**src/rtl/parallel_bus_slave_burst_pkg.sv**
```systemverilog
// Shared types for the burst parallel-bus slave: FSM states, the kind of
// transaction held between CAPTURE and RELEASE, and the error counter width.
package parallel_bus_slave_burst_pkg;

  typedef enum logic [1:0] {IDLE, CAPTURE, ACK, RELEASE} state_t;

  typedef enum logic [1:0] {K_NONE, K_ADDR, K_WRITE, K_READ} kind_t;

  localparam int ERR_W = 32;

endpackage

```
**src/rtl/parallel_bus_synchronizer.sv**
```systemverilog
// Two-flop synchronizer for the asynchronous bus pins. The flops carry no
// reset, so a pin held high through reset is still seen high afterwards.
module parallel_bus_synchronizer #(
  parameter int WIDTH = 1
) (
  input  logic             clock,
  input  logic [WIDTH-1:0] pins,
  output logic [WIDTH-1:0] synced
);

  logic [WIDTH-1:0] meta;

  always_ff @(posedge clock) begin
    meta   <= pins;
    synced <= meta;
  end

endmodule

```
**src/rtl/parallel_bus_slave_burst.sv**
```systemverilog
// Parallel-bus slave: assembles multi-slice addresses and words from the bus,
// drives a synchronous-read RAM port, auto-increments and counts protocol errors.
module parallel_bus_slave_burst
  import parallel_bus_slave_burst_pkg::*;
#(
  parameter int WIDTH                    = 8,
  parameter int TRANSACTIONS_PER_WORD    = 4,
  parameter int TRANSACTIONS_PER_ADDRESS = 2,
  parameter int AUTOINCREMENT            = 1
) (
  input  logic                                  clock,
  input  logic                                  reset,
  input  logic [WIDTH-1:0]                      bus_in,
  output logic [WIDTH-1:0]                      bus_out,
  output logic                                  bus_oe,
  input  logic                                  read,
  input  logic                                  register_select,
  input  logic                                  enable,
  output logic                                  ack_valid,
  output logic [WIDTH*TRANSACTIONS_PER_ADDRESS-1:0] address,
  output logic [WIDTH*TRANSACTIONS_PER_WORD-1:0]    write_data_word,
  output logic                                  write_strobe,
  input  logic [WIDTH*TRANSACTIONS_PER_WORD-1:0]    read_data_word,
  output logic [ERR_W-1:0]                      errors
);

  localparam int AW  = WIDTH * TRANSACTIONS_PER_ADDRESS;
  localparam int DW  = WIDTH * TRANSACTIONS_PER_WORD;
  localparam int ACW = (TRANSACTIONS_PER_ADDRESS > 1) ? $clog2(TRANSACTIONS_PER_ADDRESS) : 1;
  localparam int WCW = (TRANSACTIONS_PER_WORD > 1) ? $clog2(TRANSACTIONS_PER_WORD) : 1;
  localparam logic [ACW-1:0] A_MAX = ACW'(TRANSACTIONS_PER_ADDRESS - 1);
  localparam logic [WCW-1:0] W_MAX = WCW'(TRANSACTIONS_PER_WORD - 1);

  logic [WIDTH+2:0] sync_vec;
  logic [WIDTH-1:0] bus_s;
  logic             rd_s, rs_s, en_s, en_prev;
  logic             enable_rise, enable_fall;

  parallel_bus_synchronizer #(.WIDTH(WIDTH + 3)) u_sync (
    .clock  (clock),
    .pins   ({bus_in, read, register_select, enable}),
    .synced (sync_vec)
  );

  assign bus_s = sync_vec[WIDTH+2:3];
  assign rd_s  = sync_vec[2];
  assign rs_s  = sync_vec[1];
  assign en_s  = sync_vec[0];

  always_ff @(posedge clock) begin
    if (reset) en_prev <= 1'b1;
    else       en_prev <= en_s;
  end

  assign enable_rise = en_s & ~en_prev;
  assign enable_fall = ~en_s & en_prev;

  state_t          state, state_next;
  kind_t           kind;
  logic [ACW-1:0]  aword;
  logic [WCW-1:0]  wword, rword, w_idx, r_idx;
  logic [AW-1:0]   addr_asm;
  logic [DW-1:0]   shadow;
  logic            inc_pending, err_hit;

  always_ff @(posedge clock) begin
    if (reset) state <= IDLE;
    else       state <= state_next;
  end

  // CAPTURE re-checks enable so a pulse too short to survive two samples is dropped.
  always_comb begin
    state_next = state;
    case (state)
      IDLE:    if (enable_rise) state_next = CAPTURE;
      CAPTURE: state_next = en_s ? ACK : IDLE;
      ACK:     if (enable_fall) state_next = RELEASE;
      RELEASE: state_next = IDLE;
      default: state_next = IDLE;
    endcase
  end

  // A direction change restarts the word at its most significant slice.
  assign w_idx = (rword != W_MAX) ? W_MAX : wword;
  assign r_idx = (wword != W_MAX) ? W_MAX : rword;

  always_comb begin
    err_hit = 1'b0;
    if (state == CAPTURE && en_s) begin
      if (!rs_s)               err_hit = rd_s || (wword != W_MAX) || (rword != W_MAX);
      else if (aword != A_MAX) err_hit = 1'b1;
      else if (rd_s)           err_hit = (wword != W_MAX);
      else                     err_hit = (rword != W_MAX);
    end
  end

  assign bus_oe = (state == CAPTURE && en_s && rd_s && rs_s && aword == A_MAX) ||
                  ((state == ACK || state == RELEASE) && kind == K_READ);

  always_ff @(posedge clock) begin
    if (reset) begin
      ack_valid       <= 1'b0;
      write_strobe    <= 1'b0;
      errors          <= '0;
      address         <= '0;
      write_data_word <= '0;
      bus_out         <= '0;
      aword           <= A_MAX;
      wword           <= W_MAX;
      rword           <= W_MAX;
      addr_asm        <= '0;
      shadow          <= '0;
      kind            <= K_NONE;
      inc_pending     <= 1'b0;
    end else begin
      write_strobe <= 1'b0;
      if (err_hit && errors != '1) errors <= errors + ERR_W'(1);
      if (inc_pending) begin
        address     <= address + AW'(1);
        inc_pending <= 1'b0;
      end
      case (state)
        CAPTURE: if (en_s) begin
          ack_valid <= 1'b1;
          kind      <= K_NONE;
          if (!rs_s) begin
            if (!rd_s) begin
              wword <= W_MAX;
              rword <= W_MAX;
              addr_asm[aword*WIDTH +: WIDTH] <= bus_s;
              kind  <= K_ADDR;
            end
          end else if (aword != A_MAX) begin
            aword <= A_MAX;
          end else if (rd_s) begin
            wword <= W_MAX;
            rword <= r_idx;
            kind  <= K_READ;
            if (r_idx == W_MAX) begin
              shadow  <= read_data_word;
              bus_out <= read_data_word[W_MAX*WIDTH +: WIDTH];
            end else begin
              bus_out <= shadow[r_idx*WIDTH +: WIDTH];
            end
          end else begin
            rword <= W_MAX;
            wword <= w_idx;
            write_data_word[w_idx*WIDTH +: WIDTH] <= bus_s;
            kind  <= K_WRITE;
          end
        end
        RELEASE: begin
          ack_valid <= 1'b0;
          case (kind)
            K_ADDR:
              if (aword == '0) begin
                address <= addr_asm;
                aword   <= A_MAX;
                wword   <= W_MAX;
                rword   <= W_MAX;
              end else aword <= aword - ACW'(1);
            K_WRITE:
              if (wword == '0) begin
                write_strobe <= 1'b1;
                wword        <= W_MAX;
                inc_pending  <= (AUTOINCREMENT != 0);
              end else wword <= wword - WCW'(1);
            K_READ:
              if (rword == '0) begin
                rword <= W_MAX;
                if (AUTOINCREMENT != 0) address <= address + AW'(1);
              end else rword <= rword - WCW'(1);
            default: ;
          endcase
        end
        default: ;
      endcase
    end
  end

endmodule

```
**config.mk**
```make
export PLATFORM = sky130hd
export DESIGN_NAME = parallel_bus_slave_burst
export DESIGN_NICKNAME = d
export VERILOG_FILES = /design/src/rtl/parallel_bus_slave_burst_pkg.sv /design/src/rtl/parallel_bus_synchronizer.sv /design/src/rtl/parallel_bus_slave_burst.sv
export SDC_FILE = /design/constraint.sdc
export NUM_CORES = 1
export LEC_CHECK = 0
export BUFFER_PORTS_ARGS = -buffer_cell sky130_fd_sc_hd__clkbuf_2
export CAP_MARGIN = 10
export CORE_MARGIN = 2
export CORE_UTILIZATION = 35
export DETAILED_ROUTE_END_ITERATION = 7
export GPL_TIMING_DRIVEN = 0
export PLACE_DENSITY = 0.51
export SYNTH_ARGS = -nofsm -noshare
export SYNTH_HDL_FRONTEND = slang
export SYNTH_SLANG_ARGS = --single-unit
```
**constraint.sdc**
```tcl
create_clock -name clock -period 2.8 [get_ports clock]
set_input_delay 0.14 -clock clock [delete_from_list [all_inputs] [get_ports clock]]
set_output_delay 0.14 -clock clock [all_outputs]
set_load 0.005 [all_outputs]
```
# [After elaboration in Yosys (flattened, before gate mapping)]
# Cells that the tools add are included.
[totals] ff_bits=170 input_bits=45 output_inout_bits=91
[classes] bitwise_logic=8 shift=5 muxes=46 n_eq_ne=20 addsub=7 n_reduce_logical=25
[op_table] operator="$mux W16" count=4
[op_table] operator="$mux W2" count=19
[op_table] operator="$neg A4 Y34" count=1
[op_table] operator="$neg A5 Y34" count=1
[op_table] operator="$shift A8 B34 Y16 const A" count=1
[op_table] operator="$shift A8 B34 Y32 const A" count=1
[op_table] operator="$shiftx A8 B34 Y16" count=1
[op_table] operator="$shiftx A8 B34 Y32" count=1
[op_table] operator="$add A32 B1 Y32 const B" count=1
[op_table] operator="$bwmux W32" count=1
[op_table] operator="$ne A32 B32 Y1 const B" count=1
[op_table] operator="$pmux W16 S2" count=1
[op_table] operator="$shiftx A32 B6 Y8" count=1
[op_table] operator="$reduce_and A6 Y1" count=3
[op_table] operator="$add A16 B1 Y16 const B" count=1
[op_table] operator="$bwmux W16" count=1
[op_table] operator="$pmux W2 S2" count=4
[op_table] operator="$mux W1" count=12
[op_table] operator="$eq A2 B2 Y1 const B" count=5
[op_table] operator="$reduce_and A5 Y1" count=2
[op_table] operator="$ne A3 B3 Y1 const B" count=3
[op_table] operator="$mux W8" count=1
[op_table] operator="$ne A2 B2 Y1 const B" count=4
[op_table] operator="$pmux W2 S4" count=1
[op_table] operator="15 further kinds" count=40

# [Logic depth before layout (Yosys ltp)]
# Gate-level depths: netlist of run 1.
[logic_depth] word_depth=7 mapped_depth=9 mapped_depth_nobuf=7

# [Hierarchy]
# Synthesis of run 1 repeated with hierarchy kept, for this count alone.
[unflattened] cells_unflattened=889 area_unflattened_um2=7404.6
[modules_own_cells] mod="parallel_bus_slave_burst" cells_each=867 seq_area_each_um2=2802.7 instances=1 area_each_um2=6964.2
[modules_own_cells] mod="parallel_bus_synchronizer" cells_each=22 seq_area_each_um2=440.4 instances=1 area_each_um2=440.4

# [Worst setup path before layout of run 1]
# OpenSTA, ideal clock, no wires.
[synth_timing] kind="flip-flop to flip-flop" from="register rword[0]" to="register errors[21]" setup_time_ps=123 stages_incl_launch_ff=7 synth_period_minus_slack_ps=2180 path_slack_ps=620 arrival_ps=2056 path_cell_list="dfxtp_1 -> ha_1 -> mux2_4 -> a311oi_4 -> nand4_1 -> nor4_1 -> mux2_1"
[synth_via] elab_chain_len=6 word_cells_on_any_way=7 classes_between="eq/ne (1); mux (4); reduce/logical (2)"
[synth_rtl] item="start: declaration" line="parallel_bus_slave_burst.sv:61" text="logic [WCW-1:0] wword, rword, w_idx, r_idx;"
[synth_rtl] item="start signal: assignment" line="parallel_bus_slave_burst.sv:137" text="rword <= r_idx;"
[synth_rtl] item="start signal: assignment" line="parallel_bus_slave_burst.sv:172" text="end else rword <= rword - WCW'(1);"
[synth_rtl] item="$ne A2 B2 Y1 (*)" line="parallel_bus_slave_burst.sv:90, parallel_bus_slave_burst.sv:93"
[synth_rtl] item="$mux W1" line="parallel_bus_slave_burst.sv:92" text="else if (rd_s) err_hit = (wword != W_MAX);"
[synth_rtl] item="$mux W1" line="parallel_bus_slave_burst.sv:91" text="else if (aword != A_MAX) err_hit = 1'b1;"
[synth_rtl] item="$mux W1 (*)" line="parallel_bus_slave_burst.sv:90" text="if (!rs_s) err_hit = rd_s || (wword != W_MAX) || (rword != W_MAX);"
[synth_rtl] item="$mux W1 (*)" line="parallel_bus_slave_burst.sv:89" text="if (state == CAPTURE && en_s) begin"
[synth_rtl] item="$logic_and A1 B1 Y1 (*)" line="parallel_bus_slave_burst.sv:117" text="if (err_hit && errors != '1) errors <= errors + ERR_W'(1);"
[synth_rtl] item="end signal: assignment" line="parallel_bus_slave_burst.sv:117"
[synth_rtl] item="end: declaration" line="parallel_bus_slave_burst.sv:24" text="output logic [ERR_W-1:0] errors"
# Every way passes the cells marked *; elsewhere a longest branch is shown, timed or not.
# A chain may end at the register's enable or synchronous reset.

# [Worst setup path after layout of run 1]
[layout_timing] from="register rword[1]" to="register address[5]"
[layout_via] elab_chain_len=4
[layout_rtl] item="$logic_not A2 Y1" line="parallel_bus_slave_burst.sv:169" text="if (rword == '0) begin"
[layout_rtl] item="$mux W16" line="parallel_bus_slave_burst.sv:169"
[layout_rtl] item="$pmux W16 S2" line="parallel_bus_slave_burst.sv:154" text="case (kind)"
[layout_rtl] item="$mux W16" line="parallel_bus_slave_burst.sv:122" text="case (state)"
[layout_rtl] item="end signal: assignment" line="parallel_bus_slave_burst.sv:119" text="address <= address + AW'(1);"
[layout_rtl] item="end signal: assignment" line="parallel_bus_slave_burst.sv:157" text="address <= addr_asm;"
[layout_rtl] item="end signal: assignment" line="parallel_bus_slave_burst.sv:171" text="if (AUTOINCREMENT != 0) address <= address + AW'(1);"
[layout_rtl] item="end: declaration" line="parallel_bus_slave_burst.sv:20" text="output logic [WIDTH*TRANSACTIONS_PER_ADDRESS-1:0] address,"
# Every way passes these cells.

==> results.rst, run 1 <==
.. list-table::
   :header-rows: 1

   * - Metric
     - Value
   * - Run status
     - completed
   * - First-pass GRT wire length
     - between 30000 and 40000 um
   * - Number of different library cells in the post-synthesis netlist
     - 65
   * - Clk pin slew, worst setup/hold paths
     - 0.07 ns
   * - Internal power
     - between 3 and 4 mW
   * - Sw Ratio
     - between 20% and 30%
   * - Worst relative slew slack
     - ~43%
   * - RSZ-0062 raised after global routing
     - false
   * - Cell area power density
     - 527.5 nW/um^2
   * - Depth of the most critical reg-to-reg path
     - 9
   * - Setup slack of the most critical reg-to-reg path
     - 0.28 ns
   * - Dpl cell area
     - around 8400 um^2
   * - Clock tree from TritonCTS
     - done
   * - Minimum period implied by the final worst setup slack
     - ~2.5 ns
   * - M1 GR Usage
     - 27.33%
   * - Initial Util
     - a little over a third
   * - Reported leakage power
     - approximately 3.6 nW
   * - Setup violation total in the final timing report
     - 0
   * - Number of endpoints with negative hold slack in the final report
     - 0
   * - Worst Setup EP
     - address[5]
   * - Top-area cell type share of the netlist area
     - 43.86%
   * - Final Power
     - 4.947 mW
   * - Number of global-route vias before repair
     - between 6000 and 7000
   * - Ys async rst share
     - 0%
   * - Buffer levels on the longest clock path
     - 2
   * - Diodes inserted
     - 0
   * - Type of the most critical hold path
     - primary input to register
   * - Final standard cell count with taps included and fillers excluded
     - 1363
   * - Upper clock frequency limit
     - 0.3974 GHz
   * - Data arrival at the endpoint of the critical path
     - 2.85 ns
   * - Fraction of final layout cells sized beyond drive strength 1
     - 18.01%
   * - Post-route antenna net violation count
     - 0
   * - Die Wd
     - around 150 um
   * - Critical path's slowest cell
     - clkbuf_1
   * - Synth Area per Inst
     - between 8 and 9 um^2
   * - Commonest non-fill, non-tap cell in the layout
     - dfxtp_1
   * - Critical Path Sink Type
     - register
   * - Top area cells in the synthesized netlist
     - dfxtp_1 (44%), a21oi_1 (6.6%), nand2_1 (6.1%)
   * - Finished layout cell area
     - 9379 um^2
   * - Required time at the worst-slack endpoint
     - about 3.1 ns
   * - Total number of H-tree levels
     - 4
   * - Number of fill cells
     - around 2200
   * - Final net count
     - 1131
   * - Final WS setup
     - 0.2836 ns
   * - Y dimension of the die
     - roughly 150 um
   * - Clk Latency, worst-skew pair
     - between 0.4 and 0.5 ns
   * - Syn Nets
     - roughly 940
   * - Total Routing Usage GR
     - roughly 20%
   * - Antenna violations before repair
     - 0
   * - Placement-stage worst setup slack
     - 0.2284 ns
   * - Flip-flop and latch count after synthesis
     - roughly 160
   * - Max-cap violations
     - 0
   * - Number of DRC violations after detailed routing
     - 0
   * - Via-to-Cell Ratio
     - 5.204
   * - First element of the critical path
     - rword[1]
   * - Total die area
     - 22310 um^2
   * - Crit Path Max Fanout
     - 10
   * - GRT overflow
     - 0
   * - Fraction of the yosys area taken by sequential cells
     - roughly 44%
   * - DRT Wirelength
     - between 20000 and 25000 um
   * - Number of cells produced by synthesis
     - approximately 890
   * - Synth Flop Type
     - dfxtp_1
   * - Layout overhead on the synthesized area
     - 26.84%
   * - Clk pwr share
     - around half
   * - Sequence of cells on the critical path
     - clkbuf_1, inv_1, ha_1, clkbuf_1, nor2_2, nand3b_1, xnor2_1, nand2_1, a221oi_1
   * - Yosys warnings
     - 0
   * - Final total negative setup slack
     - 0 ns
   * - Worst VDD drop
     - between 0.0004 and 0.0005 V
   * - Category of the critical setup timing path
     - register to register
   * - Reg-to-reg startpoint
     - rword[1]
   * - I/O pins
     - roughly 140
   * - Share of the clock period used by the worst path
     - about nine tenths
   * - Total number of vias
     - about 7100
   * - Commonest non-fill, non-tap cells in the layout
     - dfxtp_1 (162), clkbuf_2 (134), nand2_1 (121)
   * - Core Box Area
     - 20890 um^2
   * - Number of input and output port buffers inserted
     - between 100 and 150
   * - Placed cell count
     - 1296
   * - Critical Path Source Type
     - register
   * - Number of slew-limit violations in the final report
     - 0
   * - Number of enable-type register cells in the synthesized netlist
     - 0
   * - Destination of the worst register-to-register timing path
     - address[5]
   * - Worst Clk Skew
     - about 0.016 ns
   * - Worst stage delay on the critical path
     - about 0.5 ns
   * - Met2 usage
     - around 34%
   * - Netlist area before placement
     - 7395 um^2
   * - Total CTS buffers
     - 17
   * - Portion of total power attributed to combinational logic
     - under 10%
   * - CTS root buffer
     - clkbuf_16
   * - HPWL after DPL
     - between 15000 and 20000 um
   * - Gpl congestion
     - ~0.85
   * - Site row count
     - between 50 and 60
   * - Net Switching
     - 1.233 mW
   * - Total clock sinks
     - 162
   * - Cell with the most instances on the worst path
     - clkbuf_1
   * - Yosys top cell by area
     - dfxtp_1
   * - Sequential share of power
     - a little under half
   * - Number of iterations in the first detailed-routing pass
     - 5
   * - Number of DRC violations after detailed-routing iteration 0
     - a little over 400
   * - Pin count of the biggest net entering global routing
     - 18
   * - Post-DR wirelength/cell
     - between 15 and 20 um
   * - Global routing's busiest layer
     - met2
   * - M3 GR Usage
     - between 3 and 4%
   * - Tightest Pin Transition
     - ~0.85 ns
   * - Post-CTS Setup Bufs
     - 0
[Yosys cell counts, drive strengths merged (2+ instances only)]
master / count
o22ai: 10
o221ai: 2
a221oi: 5
o21ai: 33
o41ai: 5
or4: 9
ha: 11
a21o: 2
mux2: 12
nand2b: 6
o31a: 3
and3: 10
xor2: 12
mux2i: 24
or2: 4
o31ai: 10
and2: 6
nand3: 57
buf: 8
nand2: 122
nor4: 7
nand4: 17
nor3: 16
a211o: 4
xnor2: 9
a21oi: 97
nand3b: 3
o21a: 2
nor3b: 3
nor2b: 8
inv: 15
a311oi: 2
a31oi: 4
nor2: 68
dfxtp: 162
o311ai: 8
nand4b: 2
a211oi: 12
clkbuf: 50
o211ai: 4
and4: 10
or3: 19
[per-stage QoR]
step	hold WS (ns)	util, %
CTS	0.1240	44.82
global placement	0.2424	40.26
floorplan	0.1677	-
finish	0.1381	44.90
detailed placement	0.2439	40.26
global route	0.1584	44.90
[worst max-delay path: cells and delay by family, from the launching register on]
| kind | cells | cell delay, ns |
|---|---|---|
| fa+ha+maj | 1 | 0.20 |
| buf+inv | 3 | 0.82 |
| simple gates | 3 | 0.63 |
| xor+xnor | 1 | 0.15 |
| compound gates | 1 | 0.26 |
| flops | 1 | 0.38 |
[power groups by stage]
stage / Clock, mW / Combinational (mW) / Sequential, mW
2_1_floorplan: 0 / 0.0824 / 2.39
3_3_place_gp: 0 / 0.156 / 2.41
3_5_place_dp: 0 / 0.156 / 2.41
4_1_cts: 2.45 / 0.195 / 2.35
5_1_grt: 2.55 / 0.215 / 2.36
6_report: 2.40 / 0.194 / 2.35
[kinds of logic after synthesis]
logic type	Yosys count	share of synthesized area (%)
AOI/OAI and AO/OA	212	17.97
buffers and inverters	74	3.993
muxes	36	5.127
adders and majority gates	11	1.861
DFF	162	43.86
xor gates and xnor gates	21	2.487
and+or+nand+nor	371	24.70
[registers in the layout, summed over array words and instances (netlist names), named ones only]
register         flops
errors              32
write_data_word     32
shadow              24
addr_asm            16
address             16
u_sync.meta         11
u_sync.synced       11
bus_out              8
kind                 2
rword                2
wword                2
ack_valid            1
aword                1
en_prev              1
inc_pending          1
state                1
[worst min-delay path by stage]
stage                             from        endpoint  slack [ns]  cells after the start
floorplan                       enable  u_sync.meta[0]        0.17                      0
global placement             bus_in[3]  u_sync.meta[6]        0.24                      1
detailed placement     register_select  u_sync.meta[1]        0.24                      1
finish              read_data_word[29]      bus_out[5]        0.14                      5
global route        read_data_word[30]      bus_out[6]        0.16                      5
CTS                 read_data_word[31]      bus_out[7]        0.12                      5
[area by class of cell]
class	count	area (um^2)	share of cell area, %
flip-flops and latches	162	3243	34.58
clock buffers	18	439.2	4.682
repair buffers	169	1021	10.89
inverters	16	60.06	0.6403
multi-input cells	651	3872	41.29
well taps	275	344.1	3.669
clock inverters	14	163.9	1.748
plain buffers	58	235.2	2.508
[layer usage]
metal  vias to the layer above  wire length [um]
li1                       3586                 -
met1                      3302             10840
met2                       183             10430
met3                        22               907
met4                         0               319
met5                         -                 0
[what timing repair did]
action,in CTS,in global routing
setup endpoints to repair,0,21
endpoints found under the hold margin,35,0
hold buffers,35,0
gates resized for setup,0,4
(Power assumes the default switching activity.)
==> run 2: changes to the inputs <==
--- a/config.mk
+++ b/config.mk
@@ -11,7 +11,7 @@
 export CORE_UTILIZATION = 35
 export DETAILED_ROUTE_END_ITERATION = 7
 export GPL_TIMING_DRIVEN = 0
-export PLACE_DENSITY = 0.51
+export PLACE_DENSITY = 0.53
 export SYNTH_ARGS = -nofsm -noshare
 export SYNTH_HDL_FRONTEND = slang
 export SYNTH_SLANG_ARGS = --single-unit
==> constraint.sdc (replaced) <==
create_clock -name clock -period 2.1 [get_ports clock]
set_input_delay 0.105 -clock clock [delete_from_list [all_inputs] [get_ports clock]]
set_output_delay 0.105 -clock clock [all_outputs]
set_load 0.005 [all_outputs]
==> run 2 against run 1 <==
The flow now finishes with violations (setup timing). Sequential share of layout area down 0.84 points. Clock-buffer cell count up 1. Utilization up 1.6 points. Worst setup slack worse by 0.32 ns. Clock skew about the same. Final cell count up 0.51%. Sequential power up 34%. First-iteration DRC count up 10%. Cell area up 3.5%. Critical path depth down 2. Power up 34%. Largest cell class unchanged. Highest routed layer unchanged.
==> results.rst, run 2 (same netlist as run 1, synthesis figures left out) <==
.. list-table::
   :header-rows: 1

   * - Metric
     - Value
   * - Final standard cell count with taps included and fillers excluded
     - 1370 (+0.51%)
   * - Number of DRC violations after detailed-routing iteration 0
     - 444 (+10%)
   * - Worst relative slew slack
     - 55.57% (+13 points)
   * - Critical path's slowest cell
     - dfxtp_4
   * - Commonest non-fill, non-tap cells in the layout
     - dfxtp_1 (145), clkbuf_2 (143), nand2_1 (120)
   * - Setup violation total in the final timing report
     - 3 (+3)
   * - Share of the clock period used by the worst path
     - 101.9% (+12 points)
   * - Layout overhead on the synthesized area
     - 31.24%
   * - M1 GR Usage
     - 27.28% (-0.048 points)
   * - Buffer levels on the longest clock path
     - 2 (unchanged)
   * - Via-to-Cell Ratio
     - 5.284 (+1.5%)
   * - Category of the critical setup timing path
     - register to register
   * - Hold Crit Start
     - read_data_word[30]
   * - Total CTS buffers
     - 17 (unchanged)
   * - Clk Latency, worst-skew pair
     - 0.43 ns (about the same)
   * - DRT Wirelength
     - 22710 um (+0.92%)
   * - Data arrival at the endpoint of the critical path
     - 2.46 ns (-0.39 ns)
   * - Core Box Area
     - 20890 um^2 (unchanged)
   * - Placed cell count
     - 1296 (unchanged)
   * - Minimum period implied by the final worst setup slack
     - 2.139 ns (-0.3775 ns)
   * - I/O pins
     - 136 (unchanged)
   * - Cell with the most instances on the worst path
     - mux2_4
   * - Clock tree from TritonCTS
     - done
   * - Min-Delay Path Depth
     - 5 (unchanged)
   * - Total number of vias
     - 7239 (+2.1%)
   * - Upper clock frequency limit
     - 0.4675 GHz (+18%)
   * - GRT overflow
     - 0 (unchanged)
   * - M3 GR Usage
     - 3.364% (-0.15 points)
   * - Reg-to-reg startpoint
     - rword[0]
   * - Number of DRC violations after detailed routing
     - 0 (unchanged)
   * - Total number of H-tree levels
     - 4 (unchanged)
   * - Die Wd
     - 149.4 um (unchanged)
   * - RSZ-0062 raised after global routing
     - true
   * - Placement-stage worst setup slack
     - -0.4966 ns (-0.7250 ns)
   * - Final net count
     - 1138 (+0.62%)
   * - Number of input and output port buffers inserted
     - 134 (unchanged)
   * - Total die area
     - 22310 um^2 (unchanged)
   * - Number of iterations in the first detailed-routing pass
     - 5 (unchanged)
   * - Required time at the worst-slack endpoint
     - 2.42 ns (-0.71 ns)
   * - Cell area power density
     - 681.9 nW/um^2 (+29%)
   * - Number of slew-limit violations in the final report
     - 0 (unchanged)
   * - Worst VDD drop
     - 0.0006172 V (+37%)
   * - Commonest non-fill, non-tap cell in the layout
     - dfxtp_1
   * - Initial Util
     - 35.40% (unchanged)
   * - Violations in the final reports
     - setup timing
   * - Final WS setup
     - -0.03895 ns (-0.3225 ns)
   * - Post-DR wirelength/cell
     - 16.57 um (+0.41%)
   * - Site row count
     - 53 (unchanged)
   * - Max-cap violations
     - 0 (unchanged)
   * - First element of the critical path
     - rword[0]
   * - Worst Clk Skew
     - 0.01538 ns (-0.0004462 ns)
   * - Total clock sinks
     - 162 (unchanged)
   * - Critical Path Source Type
     - register
   * - Largest regs
     - errors (32), write_data_word (32), shadow (24)
   * - Number of endpoints with negative hold slack in the final report
     - 0 (unchanged)
   * - Type of the most critical hold path
     - primary input to register
   * - Y dimension of the die
     - 149.4 um (unchanged)
   * - Critical Path Sink Type
     - register
   * - Worst stage delay on the critical path
     - 0.36 ns (-0.13 ns)
   * - Fraction of final layout cells sized beyond drive strength 1
     - 24.20% (+6.2 points)
   * - HPWL after DPL
     - 15740 um (about the same)
   * - Depth of the most critical reg-to-reg path
     - 7 (-2)
   * - First-pass GRT wire length
     - 35500 um (-1.2%)
   * - CTS root buffer
     - clkbuf_16
   * - Number of global-route vias before repair
     - 6672 (-1.4%)
   * - Total Routing Usage GR
     - 20.27% (-0.084 points)
   * - Sequence of cells on the critical path
     - ha_4, mux2_4, a311oi_4, buf_12, nand4b_1, nor2_1, mux2_4
   * - Gpl congestion
     - 0.8389 (-1.8%)
   * - Antenna violations before repair
     - 0 (unchanged)
   * - Tightest Pin Transition
     - 0.6664 ns (-0.1864 ns)
   * - Reported leakage power
     - 3.726 nW (+3.6%)
   * - Met2 usage
     - 33.12% (-0.62 points)
   * - Global routing's busiest layer
     - met2
   * - Pin count of the biggest net entering global routing
     - 17 (-1)
   * - Post-route antenna net violation count
     - 0 (unchanged)
   * - Diodes inserted
     - 0 (unchanged)
   * - Run status
     - finished, violations left
   * - Crit Path Max Fanout
     - 8 (-2)
   * - Clk pin slew, worst setup/hold paths
     - 0.07 ns (about the same)
## run 2: what timing repair did
item	CTS	global route
endpoints found under the hold margin	35	0
endpoints found under the setup margin	116	105
pin swaps	7	8
hold buffers	35	0
resized for setup	49	30
buffers inserted	13	5
cloned	1	0
## run 2: final cells by class
| cell class | instances | area [um^2] |
|---|---|---|
| Clock buffer | 19 | 432.9 |
| Buffer | 46 | 203.9 |
| Sequential cell | 162 | 3274 |
| Fill cell | 2098 | 11180 |
| Inverter | 16 | 61.31 |
| Multi-Input combinational cell | 651 | 4043 |
| Tap cell | 275 | 344.1 |
| Timing Repair Buffer | 188 | 1177 |
| Clock inverter | 13 | 167.7 |
## run 2: stage by stage
| step | TNS, ns | power [mW] | utilization (%) | hold WS (ns) | cell area, um^2 |
|---|---|---|---|---|---|
| after floorplan | 0 | 3.303 | - | 0.1327 | 7395 |
| after global placement | -41.72 | 3.417 | 40.26 | 0.2076 | 8409 |
| after detailed placement | -40.35 | 3.416 | 40.26 | 0.2089 | 8409 |
| after CTS | -0.06633 | 6.692 | 46.06 | 0.08798 | 9620 |
| after global routing | -0.8146 | 6.834 | 46.46 | 0.1196 | 9704 |
| final | -0.07200 | 6.617 | 46.46 | 0.1038 | 9704 |
## run 2: power by group
group,switching [mW],internal (mW),leakage (nW)
Sequential,0.0377,3.10,1.32
Combinational,0.146,0.122,2.12
Clock,1.41,1.80,0.290
Total,1.60,5.02,3.73
## run 2: metal layers
| layer | up-vias | share of wire [%] |
|---|---|---|
| met5 | - | 0 |
| met2 | 186 | 47 |
| li1 | 3614 | - |
| met1 | 3415 | 48 |
| met3 | 24 | 3.8 |
| met4 | 0 | 1.4 |
## run 2: final timing paths
check	endpoint	slack, ns
setup / recovery	errors[25]	-0.04
hold / removal	bus_out[6]	0.10
setup reg to reg	errors[25]	-0.04
hold reg to reg	u_sync.synced[0]	0.33
## run 2: worst max-delay path, delay by kind of cell (launching register included)
kind	cells	cell delay [ns]
DFF	1	0.36
adders and majority gates	1	0.16
buffers and inverters	1	0.18
muxes	2	0.59
and+or+nand+nor	2	0.48
AOI/OAI and AO/OA	1	0.26
==> run 3: changes to the inputs <==
--- a/config.mk
+++ b/config.mk
@@ -8,10 +8,10 @@
 export BUFFER_PORTS_ARGS = -buffer_cell sky130_fd_sc_hd__clkbuf_2
 export CAP_MARGIN = 10
 export CORE_MARGIN = 2
-export CORE_UTILIZATION = 35
+export CORE_UTILIZATION = 50
 export DETAILED_ROUTE_END_ITERATION = 7
 export GPL_TIMING_DRIVEN = 0
-export PLACE_DENSITY = 0.53
+export PLACE_DENSITY = 0.73
 export SYNTH_ARGS = -nofsm -noshare
 export SYNTH_HDL_FRONTEND = slang
 export SYNTH_SLANG_ARGS = --single-unit
==> run 3 against run 2 <==
The flow still finishes with violations (setup timing). Sequential share of layout area increased by 0.33 points. Register-to-register slack worse by 0.05 ns. Clock skew is 0.0012 ns higher. Critical path depth unchanged. Routed wire length shrank 4.9%. Maximum frequency decreased by 2.1%. First-iteration DRC count increased by 3.6%. Global-route usage is 6.6 points higher. Power shrank 2.9%.
==> results.rst, run 3 (same netlist as run 1, synthesis figures left out) <==
.. list-table::
   :header-rows: 1

   * - Metric
     - Value
   * - Run status
     - finished, violations left
   * - Violations in the final reports
     - setup timing
   * - Number of iterations in the first detailed-routing pass
     - 7 (+2)
   * - Pin count of the biggest net entering global routing
     - 17 (unchanged)
   * - Clk pin slew, worst setup/hold paths
     - 0.06 ns (about the same)
   * - Crit Path Max Fanout
     - 8 (unchanged)
   * - Fraction of final layout cells sized beyond drive strength 1
     - 25.86% (+1.7 points)
   * - Cell area power density
     - 667.3 nW/um^2 (-2.1%)
   * - Number of DRC violations after detailed-routing iteration 0
     - 460 (+3.6%)
   * - Setup slack of the most critical reg-to-reg path
     - -0.09 ns (-0.05 ns)
   * - Portion of total power attributed to combinational logic
     - 4.2% (+0.2 points)
   * - Number of global-route vias before repair
     - 7062 (+5.8%)
   * - Net Switching
     - 1.515 mW (-5.1%)
   * - Worst relative slew slack
     - 48.92% (-6.7 points)
   * - Area taken by multi-input logic gates
     - 4071 um^2 (+0.71%)
   * - First-pass GRT wire length
     - 34320 um (-3.3%)
   * - Sequence of cells on the critical path
     - ha_2, mux2_4, a311oi_4, buf_12, nand4b_1, nor2_1, mux2_4
   * - Clock tree from TritonCTS
     - done
   * - Largest regs
     - errors (32), write_data_word (32), shadow (24)
   * - Number of slew-limit violations in the final report
     - 0 (unchanged)
   * - Antenna violations before repair
     - 0 (unchanged)
   * - Required time at the worst-slack endpoint
     - 2.41 ns (about the same)
   * - Total die area
     - 15780 um^2 (-29%)
   * - Site row count
     - 44 (-17%)
   * - GRT overflow
     - 0 (unchanged)
   * - Total clock sinks
     - 162 (unchanged)
   * - Hold Crit Start
     - read_data_word[28]
   * - Sequential share of power
     - 48.8% (+1.4 points)
   * - Number of fill cells
     - 1203 (-43%)
   * - Share of the clock period used by the worst path
     - 104.1% (+2.2 points)
   * - Total CTS buffers
     - 17 (unchanged)
   * - Commonest non-fill, non-tap cell in the layout
     - clkbuf_2
   * - Total number of vias
     - 7398 (+2.2%)
   * - Reg-to-reg startpoint
     - wword[0]
   * - Buffer levels on the longest clock path
     - 2 (unchanged)
   * - Y dimension of the die
     - 125.6 um (-16%)
   * - Upper clock frequency limit
     - 0.4576 GHz (-2.1%)
   * - Destination of the worst register-to-register timing path
     - errors[25]
   * - Clk Latency, worst-skew pair
     - 0.43 ns (about the same)
   * - Minimum period implied by the final worst setup slack
     - 2.185 ns (+0.04628 ns)
   * - Cell with the most instances on the worst path
     - mux2_4
   * - Critical Path Sink Type
     - register
   * - Internal power
     - 4.911 mW (-2.2%)
   * - Initial Util
     - 51.07% (+16 points)
   * - Worst Clk Skew
     - 0.01659 ns (+0.001207 ns)
   * - HPWL after DPL
     - 14240 um (-9.5%)
   * - Via-to-Cell Ratio
     - 5.753 (+8.9%)
   * - Sequential cell area
     - 3281 um^2 (+0.19%)
   * - Critical Path Source Type
     - register
   * - Type of the most critical hold path
     - primary input to register
   * - Gpl congestion
     - 0.9361 (+12%)
   * - Post-layout util
     - 66.51% (+20 points)
   * - Die Wd
     - 125.6 um (-16%)
   * - RSZ-0062 raised after global routing
     - true
   * - Clk pwr share
     - 47.0% (-1.5 points)
   * - Max-cap violations
     - 0 (unchanged)
   * - Number of buffers and inverters on the critical path
     - 1 (unchanged)
   * - Post-route antenna net violation count
     - 0 (unchanged)
   * - DRT Wirelength
     - 21600 um (-4.9%)
   * - Critical path's slowest cell
     - dfxtp_2
   * - Total number of H-tree levels
     - 4 (unchanged)
   * - Post-DR wirelength/cell
     - 16.80 um (+1.4%)
   * - Final net count
     - 1145 (+0.62%)
   * - Worst VDD drop
     - 0.0007043 V (+14%)
   * - Depth of the most critical reg-to-reg path
     - 7 (unchanged)
   * - Core Box Area
     - 14480 um^2 (-31%)
   * - End point of the worst hold path
     - bus_out[4]
   * - CTS root buffer
     - clkbuf_16
   * - Number of input and output port buffers inserted
     - 134 (unchanged)
   * - I/O pins
     - 136 (unchanged)
   * - Layout overhead on the synthesized area
     - 30.22%
   * - Sw Ratio
     - 23.57% (-0.55 points)
   * - Number of endpoints with negative hold slack in the final report
     - 0 (unchanged)
   * - Critical path depth in cells
     - 7 (unchanged)
   * - Final WS setup
     - -0.08523 ns (-0.04628 ns)
   * - Worst stage delay on the critical path
     - 0.34 ns (-0.02 ns)
   * - Tightest Pin Transition
     - 0.7661 ns (+0.09975 ns)
   * - Total Routing Usage GR
     - 26.83% (+6.6 points)
   * - Worst hold-check slack
     - 0.1081 ns (+0.004318 ns)
   * - Setup violation total in the final timing report
     - 15 (+12)
   * - Reported leakage power
     - 3.739 nW (+0.34%)
   * - Category of the critical setup timing path
     - register to register
   * - Cell family contributing the most delay on the critical path
     - multiplexers
   * - Diodes inserted
     - 0 (unchanged)
   * - Number of DRC violations after detailed routing
     - 0 (unchanged)
   * - Commonest non-fill, non-tap cells in the layout
     - clkbuf_2 (143), dfxtp_1 (136), nand2_1 (120)
   * - Min-Delay Path Depth
     - 5 (unchanged)
   * - Data arrival at the endpoint of the critical path
     - 2.49 ns (+0.03 ns)
[run 3: changes by cell type in the layout (fill, tap and decap cells not counted), sizes merged]
cell	before	now
buf	28	31
bufinv	2	1
clkbuf	190	195
clkinv	5	4
clkinvlp	1	4
inv	21	19
[run 3: per-layer routing]
layer | wire length [um] | GRT usage, %
met5 | 0 | 0
met4 | 615 | 11.90
met3 | 1512 | 6.372
met2 | 10200 | 43.94
met1 | 9272 | 33.77
[run 3: power groups by stage]
stage	Clock, mW	Combinational, mW	Sequential [mW]
after floorplan	0	0.110	3.19
after detailed placement	0	0.201	3.21
final	3.02	0.267	3.14
after global placement	0	0.199	3.21
after global routing	3.18	0.290	3.14
after CTS	3.05	0.260	3.14
[run 3: how the worst max path moves through the flow]
| stage | start | end |
|---|---|---|
| global route | errors[3] | errors[25] |
| CTS | rword[1] | errors[21] |
| finish | wword[0] | errors[25] |
| global placement | rword[0] | write_data_word[24] |
| detailed placement | rword[0] | write_data_word[31] |
| floorplan | rword[0] | errors[21] |
[run 3: per-stage QoR]
step	setup WS (ns)	area (um^2)	std cells	setup TNS (ns)	power (mW)
floorplan	0.001037	7395	887	0	3.303
global placement	-0.4303	8295	1205	-26.41	3.406
detailed placement	-0.4328	8295	1205	-29.37	3.408
CTS	-0.009913	9423	1278	-0.01422	6.449
global route	-0.1812	9629	1286	-2.957	6.611
finish	-0.08523	9629	1286	-0.7842	6.426
[run 3: worst min-delay path: stages]
cell	delay [ns]
clkbuf_2	0.08
nor2_1	0.09
a211oi_1	0.06
a21oi_1	0.11
nor2_1	0.04
[run 3: cell type report]
class	count	share of cell area (%)
tap	184	2.391
clock buffer	20	4.639
buffer	50	2.274
clock inverter	12	1.286
timing repair buffer	191	12.42
multi-input combinational	651	42.28
sequential	162	34.07
inverter	16	0.6367
[run 3: timing repair]
action	4_1_cts	5_1_grt
gates resized for setup	43	51
endpoints found under the hold margin	35	0
setup endpoints to repair	114	104
gates cloned	1	1
hold buffers	35	0
pin swaps	8	23
setup buffers	8	12
